**src/rtl/auto_door_pkg.sv**
```systemverilog
`default_nettype none
// ============================================================================
// Module      : auto_door_pkg
// Description : Shared types and helpers for the automatic door controller.
//               Door state encoding is fixed so that it can be observed and
//               decoded by downstream debug logic.
// Revision    : 1.0 - initial release
// ============================================================================
package auto_door_pkg;

  typedef enum logic [2:0] {
    ST_CLOSED  = 3'd0,
    ST_OPENING = 3'd1,
    ST_OPEN    = 3'd2,
    ST_CLOSING = 3'd3,
    ST_FAULT   = 3'd4
  } door_state_t;

  // Width of a counter able to hold the larger of the two timing limits.
  function automatic int cnt_width(input int hold_cycles, input int travel_cycles);
    int m;
    m = (hold_cycles > travel_cycles) ? hold_cycles : travel_cycles;
    return $clog2(m + 1);
  endfunction

endpackage
`default_nettype wire

```
**src/rtl/auto_door_ctrl_door_fsm.sv**
```systemverilog
`default_nettype none
// ============================================================================
// Module      : door_fsm
// Description : One door channel: Moore FSM with travel-timeout counter and
//               auto-close hold counter. Motor and fault outputs are
//               registered together with the state so they never glitch.
// Revision    : 1.0 - initial release
// ============================================================================
module door_fsm
  import auto_door_pkg::*;
#(
  parameter int HOLD_CYCLES   = 8,
  parameter int TRAVEL_CYCLES = 16,
  parameter bit AUTO_CLOSE    = 1'b1
) (
  input  logic clk,
  input  logic i_rst_n,
  input  logic i_activate,
  input  logic i_up_max,
  input  logic i_dn_max,
  input  logic i_obstruct,
  input  logic i_fault_clr,
  output logic o_up_m,
  output logic o_dn_m,
  output logic o_fault
);

  localparam int c_CNT_W = cnt_width(HOLD_CYCLES, TRAVEL_CYCLES);
  localparam logic [c_CNT_W-1:0] c_HOLD_LOAD   = c_CNT_W'(HOLD_CYCLES - 1);
  localparam logic [c_CNT_W-1:0] c_TRAVEL_LAST = c_CNT_W'(TRAVEL_CYCLES - 1);
  localparam logic [c_CNT_W-1:0] c_ZERO        = '0;
  localparam logic [c_CNT_W-1:0] c_ONE         = c_CNT_W'(1);

  door_state_t        r_state;
  logic [c_CNT_W-1:0] r_travel;
  logic [c_CNT_W-1:0] r_hold;
  logic               r_up_m;
  logic               r_dn_m;
  logic               r_fault;

  // Both limit switches active at once can only be a broken sensor.
  logic w_conflict;
  assign w_conflict = i_up_max & i_dn_max;

  // Door state machine; outputs are updated only on state transitions so
  // they always reflect the registered state.
  always_ff @(posedge clk) begin
    if (!i_rst_n) begin
      r_state  <= ST_CLOSED;
      r_travel <= c_ZERO;
      r_hold   <= c_ZERO;
      r_up_m   <= 1'b0;
      r_dn_m   <= 1'b0;
      r_fault  <= 1'b0;
    end else if (r_state != ST_FAULT && w_conflict) begin
      r_state  <= ST_FAULT;
      r_up_m   <= 1'b0;
      r_dn_m   <= 1'b0;
      r_fault  <= 1'b1;
    end else begin
      case (r_state)
        ST_CLOSED: begin
          if (i_activate) begin
            r_state  <= ST_OPENING;
            r_travel <= c_ZERO;
            r_up_m   <= 1'b1;
          end
        end

        ST_OPENING: begin
          // Reaching the limit on the timeout edge still counts as success.
          if (i_up_max) begin
            r_state <= ST_OPEN;
            r_hold  <= c_HOLD_LOAD;
            r_up_m  <= 1'b0;
          end else if (r_travel == c_TRAVEL_LAST) begin
            r_state <= ST_FAULT;
            r_up_m  <= 1'b0;
            r_fault <= 1'b1;
          end else begin
            r_travel <= r_travel + c_ONE;
          end
        end

        ST_OPEN: begin
          if (!AUTO_CLOSE && i_activate) begin
            r_state  <= ST_CLOSING;
            r_travel <= c_ZERO;
            r_dn_m   <= 1'b1;
          end else if (i_activate || i_obstruct) begin
            r_hold <= c_HOLD_LOAD;
          end else if (r_hold == c_ZERO) begin
            r_state  <= ST_CLOSING;
            r_travel <= c_ZERO;
            r_dn_m   <= 1'b1;
          end else begin
            r_hold <= r_hold - c_ONE;
          end
        end

        ST_CLOSING: begin
          if (i_dn_max) begin
            r_state <= ST_CLOSED;
            r_dn_m  <= 1'b0;
          end else if (i_obstruct || i_activate) begin
            // Reversal: travel budget starts over for the opening run.
            r_state  <= ST_OPENING;
            r_travel <= c_ZERO;
            r_dn_m   <= 1'b0;
            r_up_m   <= 1'b1;
          end else if (r_travel == c_TRAVEL_LAST) begin
            r_state <= ST_FAULT;
            r_dn_m  <= 1'b0;
            r_fault <= 1'b1;
          end else begin
            r_travel <= r_travel + c_ONE;
          end
        end

        ST_FAULT: begin
          // After acknowledge the door is driven shut; a persisting sensor
          // conflict is caught again on the next edge.
          if (i_fault_clr) begin
            r_state  <= ST_CLOSING;
            r_travel <= c_ZERO;
            r_dn_m   <= 1'b1;
            r_fault  <= 1'b0;
          end
        end

        default: begin
          r_state  <= ST_CLOSED;
          r_travel <= c_ZERO;
          r_hold   <= c_ZERO;
          r_up_m   <= 1'b0;
          r_dn_m   <= 1'b0;
          r_fault  <= 1'b0;
        end
      endcase
    end
  end

  assign o_up_m  = r_up_m;
  assign o_dn_m  = r_dn_m;
  assign o_fault = r_fault;

endmodule
`default_nettype wire

```
**src/rtl/auto_door_ctrl.sv**
```systemverilog
`default_nettype none
// ============================================================================
// Module      : auto_door_ctrl
// Description : Multi-channel automatic door controller. One independent
//               door_fsm per channel; this level only slices the buses.
// Revision    : 1.0 - initial release
// ============================================================================
module auto_door_ctrl
  import auto_door_pkg::*;
#(
  parameter int N_DOORS       = 2,
  parameter int HOLD_CYCLES   = 8,
  parameter int TRAVEL_CYCLES = 16,
  parameter bit AUTO_CLOSE    = 1'b1
) (
  input  logic               CLK,
  input  logic               RST,
  input  logic [N_DOORS-1:0] Activate,
  input  logic [N_DOORS-1:0] UP_Max,
  input  logic [N_DOORS-1:0] DN_Max,
  input  logic [N_DOORS-1:0] Obstruct,
  input  logic [N_DOORS-1:0] Fault_Clr,
  output logic [N_DOORS-1:0] UP_M,
  output logic [N_DOORS-1:0] DN_M,
  output logic [N_DOORS-1:0] Fault
);

  // One channel per door, sharing only clock and reset.
  for (genvar gi = 0; gi < N_DOORS; gi++) begin : g_door
    door_fsm #(
      .HOLD_CYCLES   (HOLD_CYCLES),
      .TRAVEL_CYCLES (TRAVEL_CYCLES),
      .AUTO_CLOSE    (AUTO_CLOSE)
    ) u_door (
      .clk         (CLK),
      .i_rst_n     (RST),
      .i_activate  (Activate[gi]),
      .i_up_max    (UP_Max[gi]),
      .i_dn_max    (DN_Max[gi]),
      .i_obstruct  (Obstruct[gi]),
      .i_fault_clr (Fault_Clr[gi]),
      .o_up_m      (UP_M[gi]),
      .o_dn_m      (DN_M[gi]),
      .o_fault     (Fault[gi])
    );
  end

endmodule
`default_nettype wire

```
**config.mk**
```make
export PLATFORM = sky130hd
export DESIGN_NAME = auto_door_ctrl
export DESIGN_NICKNAME = d
export VERILOG_FILES = /design/src/rtl/auto_door_pkg.sv /design/src/rtl/auto_door_ctrl_door_fsm.sv /design/src/rtl/auto_door_ctrl.sv
export SDC_FILE = /design/constraint.sdc
export NUM_CORES = 1
export LEC_CHECK = 0
export CAP_MARGIN = 25
export CORE_AREA = 2 2 77 79
export CTS_BUF_LIST = sky130_fd_sc_hd__clkbuf_16
export CTS_CLUSTER_DIAMETER = 30
export DETAILED_ROUTE_END_ITERATION = 6
export DIE_AREA = 0 0 79 81
export PLACE_DENSITY = 0.61
export SLEW_MARGIN = 20
export SYNTH_ARGS = -nofsm -noshare
export SYNTH_HDL_FRONTEND = slang
export SYNTH_SLANG_ARGS = --single-unit
```
**constraint.sdc**
```tcl
create_clock -name CLK -period 4.6 [get_ports CLK]
set_input_delay 0.46 -clock CLK [delete_from_list [all_inputs] [get_ports CLK]]
set_output_delay 0.46 -clock CLK [all_outputs]
set_load 0.02 [all_outputs]
```
**Yosys cells after proc, flatten, opt, wreduce, memory -nomap -nowiden**

Index checks and enable logic that the tools add are counted.

- Bits in registers: 32
- Input port bits: 12
- Output and inout bits: 6
- Word-level logic and storage cells: 195

- $add $sub $neg: 4
- Equal/unequal tests: 50
- Mux-type cells: 84
- Bitwise gates (word level): 11
- Reduce and logical (&&, ||, !) cells: 32

Operators by type and width:

| operator | count |
|---|---|
| 5-bit 2-to-1 mux | 22 |
| 3-bit 2-to-1 mux | 18 |
| 5-bit case mux with 5 select lines | 2 |
| 3-bit by 2-bit inequality test with 1-bit output (second input constant) | 16 |
| 1-bit 2-to-1 mux | 32 |
| 3-bit case mux with 5 select lines | 2 |
| 5-bit case mux with 3 select lines | 2 |
| 5-bit AND reduction | 6 |
| 2-bit inequality test (second input constant) | 12 |
| 1-bit case mux with 4 select lines | 6 |
| 4-bit AND reduction | 6 |
| 2-bit OR reduction | 8 |
| 7-bit AND reduction | 2 |
| 3-bit by 2-bit equality test with 1-bit output (second input constant) | 4 |
| 2-bit by 1-bit inequality test with 1-bit output (second input constant) | 6 |
| 5-bit by 1-bit adder with 5-bit output (second input constant) | 2 |
| 5-bit by 4-bit equality test with 1-bit output (second input constant) | 2 |
| 5-bit logical NOT | 2 |
| 5-bit by 1-bit subtractor with 5-bit output (second input constant) | 2 |
| 1-bit NOT | 9 |
| 4-bit by 2-bit inequality test with 1-bit output (second input constant) | 2 |
| 3-bit by 1-bit equality test with 1-bit output (second input constant) | 2 |
| 3-bit equality test (second input constant) | 2 |
| 3-bit logical NOT | 2 |
| other kinds (6) | 12 |

**Depth between registers and ports, before layout**

- Depth after elaboration: 6
- Mapped depth: 8
- Depth with buffers taken out: 7

**Modules after synthesis**

Synthesis repeated with hierarchy kept, for this count alone.

- Cell total of the unflattened synthesis: 284
- Area total of the unflattened synthesis: 2224.6 um2

By module, submodules not included:

| module | times used | cells each | area each (um2) | sequential area each (um2) |
|---|---|---|---|---|
| door_fsm | 2 | 142 | 1112.3 | 320.3 |

**Least setup slack after synthesis**

OpenSTA, ideal clock, no wires.

- Path kind: reg-to-reg
- Start point: register g_door[0].u_door.r_hold[0]
- End point: register g_door[0].u_door.r_travel[0]
- Setup time: 0.075 ns
- Arrival time: 1.924 ns
- Data required time: 4.525 ns
- Setup slack: 2.601 ns
- Stages on the path, launching flop included: 9
- Path buffers: 1
- Period minus slack after synthesis: 1.999 ns
- Cells stage by stage: dfxtp_1 -> inv_1 -> ha_1 -> nor4b_4 -> a211oi_1 -> or4_1 -> buf_2 -> or3_1 -> o22ai_1

- Cells in the longest elaborated chain, start to end: 3

RTL lines:

| what | RTL line | text |
|---|---|---|
| start, declared | auto_door_ctrl_door_fsm.sv:36 | `logic [c_CNT_W-1:0] r_hold;` |
| start signal, assigned | auto_door_ctrl_door_fsm.sv:51 | `r_hold <= c_ZERO;` |
| start signal, assigned | auto_door_ctrl_door_fsm.sv:74 | `r_hold <= c_HOLD_LOAD;` |
| start signal, assigned | auto_door_ctrl_door_fsm.sv:91 | `r_hold <= c_HOLD_LOAD;` |
| 5-bit logical NOT | auto_door_ctrl_door_fsm.sv:92 | `end else if (r_hold == c_ZERO) begin` |
| 2-bit by 1-bit inequality test with 1-bit output (no source line) | n/a |  |
| 7-bit AND reduction (no source line) | n/a |  |
| end signal, assigned | auto_door_ctrl_door_fsm.sv:88 | `r_travel <= c_ZERO;` |
| end signal, assigned | auto_door_ctrl_door_fsm.sv:94 | `r_travel <= c_ZERO;` |
| end signal, assigned | auto_door_ctrl_door_fsm.sv:108 | `r_travel <= c_ZERO;` |
| end, declared | auto_door_ctrl_door_fsm.sv:35 | `logic [c_CNT_W-1:0] r_travel;` |

Every way passes these cells.
A chain may end at the register's enable or synchronous reset.

**Final worst setup path**

- Start point: register g_door[0].u_door.r_state[0]
- End point: register g_door[0].u_door.r_travel[1]

- Cells in the longest elaborated chain, start to end: 4
- Elaborated cells on any way between the ends: 16
- Those cells by class: eq/ne: 11; mux: 1; bitwise: 1; reduce/logical: 3

RTL lines:

| what | RTL line | text |
|---|---|---|
| start, declared | auto_door_ctrl_door_fsm.sv:34 | `door_state_t r_state;` |
| start signal, assigned | auto_door_ctrl_door_fsm.sv:49 | `r_state <= ST_CLOSED;` |
| start signal, assigned | auto_door_ctrl_door_fsm.sv:56 | `r_state <= ST_FAULT;` |
| start signal, assigned | auto_door_ctrl_door_fsm.sv:64 | `r_state <= ST_OPENING;` |
| branches (longest 4 deep; another with 7-bit AND reduction) | n/a |  |
| end signal, assigned | auto_door_ctrl_door_fsm.sv:50 | `r_travel <= c_ZERO;` |
| end signal, assigned | auto_door_ctrl_door_fsm.sv:65 | `r_travel <= c_ZERO;` |
| end signal, assigned | auto_door_ctrl_door_fsm.sv:81 | `r_travel <= r_travel + c_ONE;` |

Several ways; the timed one is not identified.

==> flow_summary_export.csv <==
group,metric,value,unit
run_status,status,"finished clean",
yosys,syn_avg_cell_area,7.53,µm²
final_layout,seqCellArea,641,µm²
power_and_ir_drop,p_leak,0.926,nW
floorplan,core,5680,µm²
critical_path,worst_ep_required_time,4.80,ns
hold_path,min_path_cells,2,
critical_path,cp_max_fo,20,
run,max_cap_violations,0,
global_routing,grt.met3_usage,3.44,%
cts,cts_resized,0,
cts,htreeDepth,2,
critical_path,crit_chain,"nand2b_1 > a211oi_1 > or4_1 > or3_1 > o22ai_1",
cts,cts_made_buffers,5,
sta,finalSetupViolCount,0,
critical_path,end_kind,"flip-flop",
yosys,yosys_most_used_dff,"dfxtp_1",
yosys,synth_nets,321,
sta,fin_skew,0.00456,ns
critical_path,r2r_cells,5,
placement,gp_congestion,0.911,
yosys,synth_edf_count,0,
floorplan,die_h,81,µm
yosys,ys_types,59,
final_layout,fillers,570,
detailed_routing,drt-initial-drc-count,158,
sta,rsz0062_at_grt,"false",
yosys,ys_seq_elements,32,
detailed_routing,drt-pass1-iter-count,5,
final_layout,fin_nets,321,
detailed_routing,drtAntennaViolNets,0,
global_routing,antenna_found_initial,0,
cts,clk_pin_slew,0.06,ns
final_layout,area_growth,12.7,%
critical_path,startpoint_type,"flip-flop",
global_routing,busiest_layer,"met2",
floorplan,die_area,6400,µm²
global_routing,track_usage,16.6,%
global_routing,use_met1,22.0,%
placement,io_buffers,17,
sta,layout_min_cycle_time,2.36,ns
critical_path,critPathMaxStageDelay,0.71,ns
cts,root_buffer,"clkbuf_16",
floorplan,initial_utilization,40.2,%
final_layout,fin_area,2570,µm²
sta,slew_violations,0,
cts,clkSinkCount,32,
critical_path,path_class,"flip-flop to flip-flop",
detailed_routing,finalWirelength,4990,µm
yosys,synth.yosys.warnings,0,
global_routing,grt_max_degree,34,
detailed_routing,wl_per_cell,13.2,µm
cts,ctsHoldBuffers,0,
cts,cts_tree,"built",
final_layout,n_antenna_cell,0,
yosys,synthCells,303,
yosys,netlist_area,2280,µm²
cts,clockBufferDepth,2,
power_and_ir_drop,ir_drop,0.156,mV
detailed_routing,drc,0,
sta,fmax,424,MHz
floorplan,io_pins,18,
cts,post-cts-setup-buffers,0,
global_routing,grt_pass1_vias,1889,
global_routing,grt_pass1_wl,8620,µm
global_routing,grt_overflow,0,
floorplan,die_x,79,µm
sta,period_share,51.2,%
floorplan,rows,28,
final_layout,multi_input_area,1470,µm²
sta,tns,0,ns
power_and_ir_drop,powerDensity,329,nW/µm²
yosys,seq_area_frac_synth,28.1,%
placement,hpwl,3550,µm
detailed_routing,viasPerCell,5.63,
critical_path,crit_arrival,2.56,ns
sta,relSlewSlack,44.4,%
sta,fin_hold_ws,0.446,ns
yosys,async_flop_share,0,%
global_routing,grt_use_met2,26.6,%
cts,clk_latency,0.27,ns
sta,hold_viol_final,0,
hold_path,hp-class,"flip-flop to flip-flop",
sta,tightest_slew,0.833,ns
placement,place_area,2430,µm²
final_layout,drive_gt1_share,8.22,%
detailed_routing,num_vias,2132,
critical_path,critPathSlowestCell,"dfxtp_1",
==> worst paths after layout <==
kind / from / to / slack, ns
min reg2reg: g_door[0].u_door.r_travel[4] / g_door[0].u_door.r_travel[4] / 0.45
max reg2reg: g_door[0].u_door.r_state[0] / g_door[0].u_door.r_travel[1] / 2.24
min: g_door[0].u_door.r_travel[4] / g_door[0].u_door.r_travel[4] / 0.45
max: g_door[0].u_door.r_state[0] / g_door[0].u_door.r_travel[1] / 2.24
==> per-layer routing <==
| metal | up-vias | wire length [µm] |
|---|---|---|
| li1 | 1103 | - |
| met2 | 62 | 2280 |
| met3 | 6 | 245 |
| met5 | - | 0 |
| met4 | 0 | 66 |
| met1 | 961 | 2390 |
==> critical path: cells and delay by family, from the launching register on <==
family,cells,cell delay [ns]
DFF,1,0.71
AOI/OAI and AO/OA,2,0.23
and+or+nand+nor,3,1.34
==> metrics by stage <==
step | std cells | utilization [%] | power (W) | setup WS (ns)
floorplan | 303 | - | 0.000490 | 2.60
global placement | 371 | 42.9 | 0.000536 | 2.11
detailed placement | 371 | 42.9 | 0.000535 | 2.07
CTS | 379 | 45.3 | 0.000854 | 2.25
global route | 379 | 45.3 | 0.000897 | 2.04
finish | 379 | 45.3 | 0.000847 | 2.24
==> flip-flops by register name, summed over array words and instances (netlist names) <==
signal,cells
g_door.u_door.o_dn_m,2
g_door.u_door.r_state,6
g_door.u_door.o_up_m,2
g_door.u_door.r_travel,10
g_door.u_door.o_fault,2
g_door.u_door.r_hold,10
==> synthesized netlist by cell type (8+ instances only) <==
master,number,share of area [%]
nor2_1,27,4.4
nand2b_1,14,3.8
nand2_1,29,4.8
o21ai_0,11,2.4
clkbuf_1,13,2.1
inv_1,14,2.3
o22ai_1,8,2.2
a21oi_1,24,5.3
nand3_1,9,2.0
nor2b_1,8,2.2
dfxtp_1,32,28
==> cells by family (layout without fill, tap and decap cells) <==
| family | count (synthesis) | count (layout) | synth area share [%] |
|---|---|---|---|
| AO/OA/AOI/OAI | 90 | 90 | 27.0 |
| XOR/XNOR | 3 | 3 | 1.15 |
| adder cells (fa/ha/maj) | 6 | 6 | 3.29 |
| buffers and inverters | 39 | 40 | 7.62 |
| flip-flops | 32 | 32 | 28.1 |
| multiplexers | 6 | 6 | 2.63 |
| AND/OR/NAND/NOR | 127 | 127 | 30.2 |
==> layout make-up <==
cell class	instances	area share, %
Multi-Input combinational cell	232	57.1
Sequential cell	32	24.9
Timing Repair Buffer	18	6.91
Clock buffer	5	4.87
Tap cell	75	3.65
Inverter	14	2.04
Clock inverter	3	0.535
==> power by group <==
| part | total (W) | internal, W | switching [W] | leakage, nW |
|---|---|---|---|---|
| registers | 0.000327 | 0.000294 | 0.0000328 | 0.260 |
| clock network | 0.000316 | 0.000196 | 0.000120 | 0.0710 |
| logic | 0.000203 | 0.0000969 | 0.000106 | 0.595 |
==> layout by cell type, fill, tap and decap left out, drive strengths merged, types with 2 or more instances in the layout <==
cell / instances
dfxtp: 32
nand2: 29
nor2: 28
a21oi: 24
clkdlybuf4s50: 17
inv: 14
nand2b: 14
o21ai: 12
nand3: 9
nor2b: 8
o22ai: 8
mux2i: 6
a21o: 6
ha: 6
or2: 5
o221a: 5
nor3: 5
nor4: 5
a31oi: 5
clkbuf: 5
or3: 4
or3b: 3
a32oi: 3
o31a: 3
nor3b: 3
nand4b: 3
and2: 3
clkinv: 3
a21boi: 2
o32ai: 2
a311oi: 2
and3: 2
a22oi: 2
o22a: 2
a2bb2oi: 2
xor2: 2
a41oi: 2
nor4b: 2
Power figures use the tool's default switching activity.
